File: config.mk
export PLATFORM = sky130hd
export DESIGN_NAME = jk_universal_reg
export DESIGN_NICKNAME = d
export VERILOG_FILES = /design/src/rtl/jk_universal_reg.sv
export SDC_FILE = /design/constraint.sdc
export NUM_CORES = 1
export LEC_CHECK = 0
export BUFFER_PORTS_ARGS = -buffer_cell sky130_fd_sc_hd__buf_4
export CORE_MARGIN = 3
export CORE_UTILIZATION = 29
export DETAILED_ROUTE_END_ITERATION = 8
export GPL_ROUTABILITY_DRIVEN = 0
export PLACE_DENSITY_LB_ADDON = 0.05
export SLEW_MARGIN = 0
export SYNTH_ARGS = -nofsm -noshare
export SYNTH_HDL_FRONTEND = slang
export SYNTH_SLANG_ARGS = --single-unit
export TNS_END_PERCENT = 20
File: constraint.sdc
create_clock -name clk -period 4.5 [get_ports clk]
set_input_delay 0.225 -clock clk [delete_from_list [all_inputs] [get_ports clk]]
set_output_delay 0.225 -clock clk [all_outputs]
set_load 0.05 [all_outputs]
File: src/rtl/jk_universal_reg.sv
// N-bit universal register: a per-bit mode decoder drives J/K into an array of JK cells.
// Optional build macro JKREG_CNT_SAT_EN makes up/down counting saturate instead of wrap.
module jk_universal_reg #(
  parameter int unsigned      WIDTH     = 8,
  parameter logic [WIDTH-1:0] RESET_VAL = '0
) (
  input  logic             clk,
  input  logic             rst,
  input  logic             en,
  input  logic [2:0]       mode,
  input  logic [WIDTH-1:0] d,
  input  logic [WIDTH-1:0] j,
  input  logic [WIDTH-1:0] k,
  input  logic             sin,
  output logic [WIDTH-1:0] q,
  output logic [WIDTH-1:0] qb,
  output logic             tc
);

  localparam logic [2:0] M_HOLD  = 3'b000;
  localparam logic [2:0] M_LOAD  = 3'b001;
  localparam logic [2:0] M_JK    = 3'b010;
  localparam logic [2:0] M_TOG   = 3'b011;
  localparam logic [2:0] M_SHL   = 3'b100;
  localparam logic [2:0] M_SHR   = 3'b101;
  localparam logic [2:0] M_UP    = 3'b110;
  localparam logic [2:0] M_DOWN  = 3'b111;

  logic [WIDTH-1:0] j_drv;
  logic [WIDTH-1:0] k_drv;
  logic [WIDTH-1:0] up_t;
  logic [WIDTH-1:0] dn_t;
  logic [WIDTH-1:0] shl_v;
  logic [WIDTH-1:0] shr_v;
  logic [WIDTH-1:0] q_nxt;
  logic             at_max;
  logic             at_min;

  // Ripple toggle enables: bit i flips when all lower bits are 1 (up) or 0 (down).
  always_comb begin
    logic acc_up;
    logic acc_dn;
    acc_up = 1'b1;
    acc_dn = 1'b1;
    up_t   = '0;
    dn_t   = '0;
    for (int i = 0; i < int'(WIDTH); i++) begin
      up_t[i] = acc_up;
      dn_t[i] = acc_dn;
      acc_up  = acc_up & q[i];
      acc_dn  = acc_dn & ~q[i];
    end
  end

  assign at_max = &q;
  assign at_min = ~|q;
  assign shl_v  = {q[WIDTH-2:0], sin};
  assign shr_v  = {sin, q[WIDTH-1:1]};

  // Mode decoder: every operation becomes a per-bit J/K drive.
  always_comb begin
    j_drv = '0;
    k_drv = '0;
    if (en) begin
      case (mode)
        M_HOLD: begin
          j_drv = '0;
          k_drv = '0;
        end
        M_LOAD: begin
          j_drv = d;
          k_drv = ~d;
        end
        M_JK: begin
          j_drv = j;
          k_drv = k;
        end
        M_TOG: begin
          j_drv = d;
          k_drv = d;
        end
        M_SHL: begin
          j_drv = shl_v;
          k_drv = ~shl_v;
        end
        M_SHR: begin
          j_drv = shr_v;
          k_drv = ~shr_v;
        end
        M_UP: begin
`ifdef JKREG_CNT_SAT_EN
          if (!at_max) begin
            j_drv = up_t;
            k_drv = up_t;
          end
`else
          j_drv = up_t;
          k_drv = up_t;
`endif
        end
        M_DOWN: begin
`ifdef JKREG_CNT_SAT_EN
          if (!at_min) begin
            j_drv = dn_t;
            k_drv = dn_t;
          end
`else
          j_drv = dn_t;
          k_drv = dn_t;
`endif
        end
        default: begin
          j_drv = '0;
          k_drv = '0;
        end
      endcase
    end
  end

  // JK cell characteristic equation, one cell per bit.
  assign q_nxt = (j_drv & ~q) | (~k_drv & q);

  always_ff @(posedge clk) begin
    if (rst) begin
      q <= RESET_VAL;
    end else begin
      q <= q_nxt;
    end
  end

  assign qb = ~q;
  assign tc = ~rst & en & (((mode == M_UP) & at_max) | ((mode == M_DOWN) & at_min));

endmodule

# Word level (Yosys, flattened, before mapping)
# Index checks and enable logic that the tools add are counted.
[totals] reg_bits=8 latchBits=0 ramBits=0 romBits=0 in_bits=31 output_inout_bits=17 wordCells=50 n_memories=0
[classes] n_addsub=0 mul=0 n_div=0 order_cmp=0 n_eq_ne=7 shift=0 mux=4 n_bitwise=33 reduce_logical=5
[op_table] op="$pmux W8 S8" count=1
[op_table] op="$pmux W8 S7" count=1
[op_table] op="$not A8 Y8" count=5
[op_table] op="$and A1 B1 Y1" count=16
[op_table] op="$and A8 B8 Y8" count=2
[op_table] op="$mux W8" count=2
[op_table] op="$eq A3 B3 Y1 const B" count=4
[op_table] op="$not A1 Y1" count=8
[op_table] op="$or A8 B8 Y8" count=1
[op_table] op="$reduce_and A8 Y1" count=1
[op_table] op="$reduce_or A8 Y1" count=1
[op_table] op="$eq A3 B2 Y1 const B" count=2
[op_table] op="$eq A3 B1 Y1 const B" count=1
[op_table] op="$logic_not A3 Y1" count=1
[op_table] op="$reduce_or A2 Y1" count=1
[op_table] op="$logic_not A1 Y1" count=1
[op_table] op="$or A1 B1 Y1" count=1

# Logic depth before layout (Yosys ltp)
[logic_depth] ltp_word=12 mapped_depth=7 mapped_depth_nobuf=5

# Worst setup path after synthesis
# Ideal clock, no wire load.
[synth_timing] path_kind="reg2out" from="register q[2]" to="output port tc" t_arrival_ns=2.484 required_ns=4.275 setup_slack_ns=1.791 stages_incl_launch_ff=6 n_path_buf=1 cell_sequence="dfxtp_1 > or4b_1 > buf_2 > nor4_1 > a31oi_1 > nor4b_2"
[synth_via] elab_chain_cells=5 elab_cells_between_ends=7 classes_between="bitwise (4); reduce/logical (3)"
[synth_lines] item="from (decl)" line="15" rtl="output logic [WIDTH-1:0] q,"
[synth_lines] item="from (signal assigned)" line="127" rtl="q <= q_nxt;"
[synth_lines] item="$reduce_or A8 Y1" line="56" rtl="assign at_min = ~|q;"
[synth_lines] item="$logic_not A1 Y1" line="56"
[synth_lines] item="$and A1 B1 Y1" line="132" rtl="assign tc = ~rst & en & (((mode == M_UP) & at_max) | ((mode == M_DOWN) & at_min));"
[synth_lines] item="$or A1 B1 Y1 *" line="132"
[synth_lines] item="$and A1 B1 Y1 *" line="132"
[synth_lines] item="to (decl)" line="17" rtl="output logic tc"
# Every way passes the cells marked *; elsewhere a longest branch is shown, timed or not.

# Worst setup path in the final report
[layout_timing] from="register q[0]" to="output port tc"
# The elaborated chain is that of the path after synthesis.

==> results list <==
- Syn Std Cell Area: ~1200 um^2
* Top delay family on crit path: simple AND/OR/NAND/NOR gates
- Compared with the post-synthesis result, the final layout area differs by 32.03%.
* Number of max-slew violations in the final report: 0
- Ports: 48
* Total stage count of the critical path: 5
* Total half-perimeter wirelength after legalization and detailed placement: between 2 and 3 mm
* Total inserted antenna cells: 0
- Hold slack final: between 0.2 and 0.25 ns
- Worst-case clock skew: 0.004814 ns
* Core Region: 3744 um^2
* Number of standard-cell rows in the floorplan: 22
* Worst Setup Start Kind: register
* Total routing usage reported by global routing: between 10% and 20%
- Share of final-layout standard cells stronger than drive strength 1: just under 30%
- Setup repair after global routing left no endpoint under its margin.
- Slew at the pin with the worst max-slew slack: between 0.8 and 0.9 ns
* Critical path class: reg2out
- During synthesis, Yosys emitted a total of 0 warnings.
- The worst-case IR drop observed on VDD is approximately 91 uV.
- CTS saw 8 sinks.
* Starting DRT DRC Count: 160
* Number of cells traversed by the worst register-to-register path: 5
- After clock tree synthesis, the repair step resized 0 gates.
* Sequential element share of the synthesized area: ~14%
- The final number of hold-violating endpoints is 0.
* Buf/Inv on CP: 1
- Final critical path time including I/O delays and setup: between 2 and 2.5 ns
- Total Wirelength: 3.956 mm
- Largest registers: q x8
- The routed layout has about 1400 vias.
- Summed over all instances, the cell type with the most area after synthesis is sky130_fd_sc_hd__dfxtp_1.
- Leading cell type in the layout, fill and taps excluded: sky130_fd_sc_hd__buf_4
- After clock tree synthesis, the clock-pin slew on the worst setup and hold paths is 0.05 ns.
* Die outline area: 4780 um^2
- Counting distinct cell types in the post-synthesis netlist gives 47.
* Maximum clock frequency: a little over 400 MHz
- The first global-routing pass estimated approximately 6.4 mm of wire.
* Kind of capture point of the worst setup path: output port
- The initial antenna violation count was 0.
- Worst hold path class: in2reg
- Number of global-route vias before repair: 1267
* Endpoint arrival time on the critical path: 2.21 ns
- Headroom to the max-slew limit came out at between 40% and 50%.
- Status: finished, final reports clean
- Starting utilization of the core area: 30.88%
- Overflow left after global routing: 0
- The synthesized design contains 0 enable-type register cells.
* Post-route DRC: 0
- Synthesis produced a netlist with a net count of 197.
- Cell types occupying the most area after synthesis: sky130_fd_sc_hd__dfxtp_1, sky130_fd_sc_hd__a21oi_1, sky130_fd_sc_hd__mux2i_1, sky130_fd_sc_hd__o21ai_0, sky130_fd_sc_hd__a22oi_1
- Setup Viol. Count Final: 0
* Layout net count: ~230
- Dividing the final minimum period by the clock period gives between 50% and 60%.
* Number of H-tree levels: 1
* Pin count of the biggest net entering global routing: 38
- For this run, the leading register cell type out of synthesis is sky130_fd_sc_hd__dfxtp_1.
* Final antenna-violating net count: 0
- Clock tree from TritonCTS: done
- Leak pwr: 0.6006 nW
* Die W: 69.14 um
* Hold-fix buffer count after cts: 0
* Number of buffers added on ports: 47
- Ratio of total power to cell area: roughly 230 nW/um^2
- Crit-path max FO: 13
- Maximum clock path buffer count: 2
- Counting flops per register, the top entry is q.
- The top cell types in the final layout, fill and taps aside, are sky130_fd_sc_hd__buf_4, sky130_fd_sc_hd__inv_1, sky130_fd_sc_hd__o21ai_0, sky130_fd_sc_hd__a21oi_1, sky130_fd_sc_hd__nor2_1.
* Max-cap violations: 0
- In this run the clock root is driven by a sky130_fd_sc_hd__clkbuf_8.
- Counting instances, the worst hold path has a depth of 2.
* Total negative slack: 0 ns
- The clock reaches the later pin of the worst-skew pair after around 0.24 ns.
* Top-area cell type share of the netlist area: between 10% and 20%
* Detail-routed via count per cell: between 5 and 6
- Pre-Repair DR Iteration Count: 4
* Data required time at the worst endpoint: about 4.3 ns
* FILL cells: about 430
- Synthesis handed over a netlist of ~170 instances.
* Mean instance size in the synthesized netlist: ~7.0 um^2
* WL per Instance: about 16 um
* Number of clock buffers inserted by TritonCTS: 3
- The register with the most flip-flops in the layout has 8 of them.
- Cell at the slowest stage of the critical path: sky130_fd_sc_hd__or4b_1
- Worst path max stage delay: 0.69 ns
* Cells traversed along the worst timing path: or4b_1, nor4_1, a31oi_1, nor4b_2, buf_4
* Number of post-CTS setup repair buffers: 0
- From bottom edge to top edge, the die measures just under 70 um.
- For this run, asynchronously set or reset flops after synthesis account for 0%.
* Flop and latch count out of synthesis: 8
layer usage:
metal | global-route usage (%) | up-vias | share of wire, %
met5 | 0 | - | 0
met4 | 5.857 | 0 | 0.51
met3 | 3.061 | 2 | 7.0
met2 | 23.20 | 60 | 43
met1 | 24.01 | 630 | 49
li1 | - | 696 | -
worst reg2reg max path, stage by stage (launching register included):
cell	delay (ns)
sky130_fd_sc_hd__dfxtp_1	0.55
sky130_fd_sc_hd__inv_1	0.16
sky130_fd_sc_hd__nor4_1	0.59
sky130_fd_sc_hd__a21oi_1	0.21
sky130_fd_sc_hd__mux2i_1	0.15
sky130_fd_sc_hd__a211oi_1	0.23
cells in the mapped netlist, drive strengths merged, types with 3 or more instances:
library cell	number
xor2	4
o211ai	4
a31oi	4
xnor2	5
a221oi	3
nand2	8
nand3	5
o22ai	5
inv	13
a211oi	3
buf	11
a311oi	3
o21ai	13
a22oi	8
nor3	6
dfxtp	8
nor4	3
clkbuf	7
mux2i	6
nor2	10
a21oi	13
layout make-up:
cell class	instances	area [um^2]	share of cell area (%)
timing repair buffer	47	352.8	23.11
tap	48	60.06	3.934
inverter	13	48.80	3.197
multi-input combinational	127	863.3	56.56
clock buffer	3	41.29	2.705
sequential	8	160.2	10.49
power breakdown:
part,switching [mW],internal [mW]
registers,0.0152,0.0763
logic,0.103,0.0672
clock network,0.0339,0.0585
total,0.152,0.202
cells by family (layout without fill, tap and decap cells):
family / count (synthesis) / count (layout) / share of synthesized area [%]
DFF: 8 / 8 / 13.85
AOI/OAI and AO/OA: 68 / 68 / 41.67
and+or+nand+nor: 44 / 44 / 21.00
xor gates and xnor gates: 9 / 9 / 6.818
muxes: 6 / 6 / 5.195
buffers and inverters: 31 / 63 / 11.47
per-stage QoR:
stage	power (mW)	setup WS (ns)	util (%)	std cells	instance area, um^2
floorplan	0.2080	1.791	-	166	1156
global placement	0.2602	2.306	39.67	243	1485
detailed placement	0.2607	2.257	39.67	243	1485
CTS	0.3535	2.070	40.78	246	1526
global route	0.3727	1.925	40.78	246	1526
finish	0.3536	2.068	40.78	246	1526
worst paths after layout:
kind | slack [ns] | startpoint | end
setup / recovery | 2.07 | q[0]$_SDFF_PP0_ | tc
hold / removal | 0.22 | rst | q[3]$_SDFF_PP0_
setup reg to reg | 2.52 | q[0]$_SDFF_PP0_ | q[4]$_SDFF_PP0_
hold reg to reg | 0.65 | q[7]$_SDFF_PP0_ | q[7]$_SDFF_PP0_
Note: power is estimated with default switching activity, not from simulation.
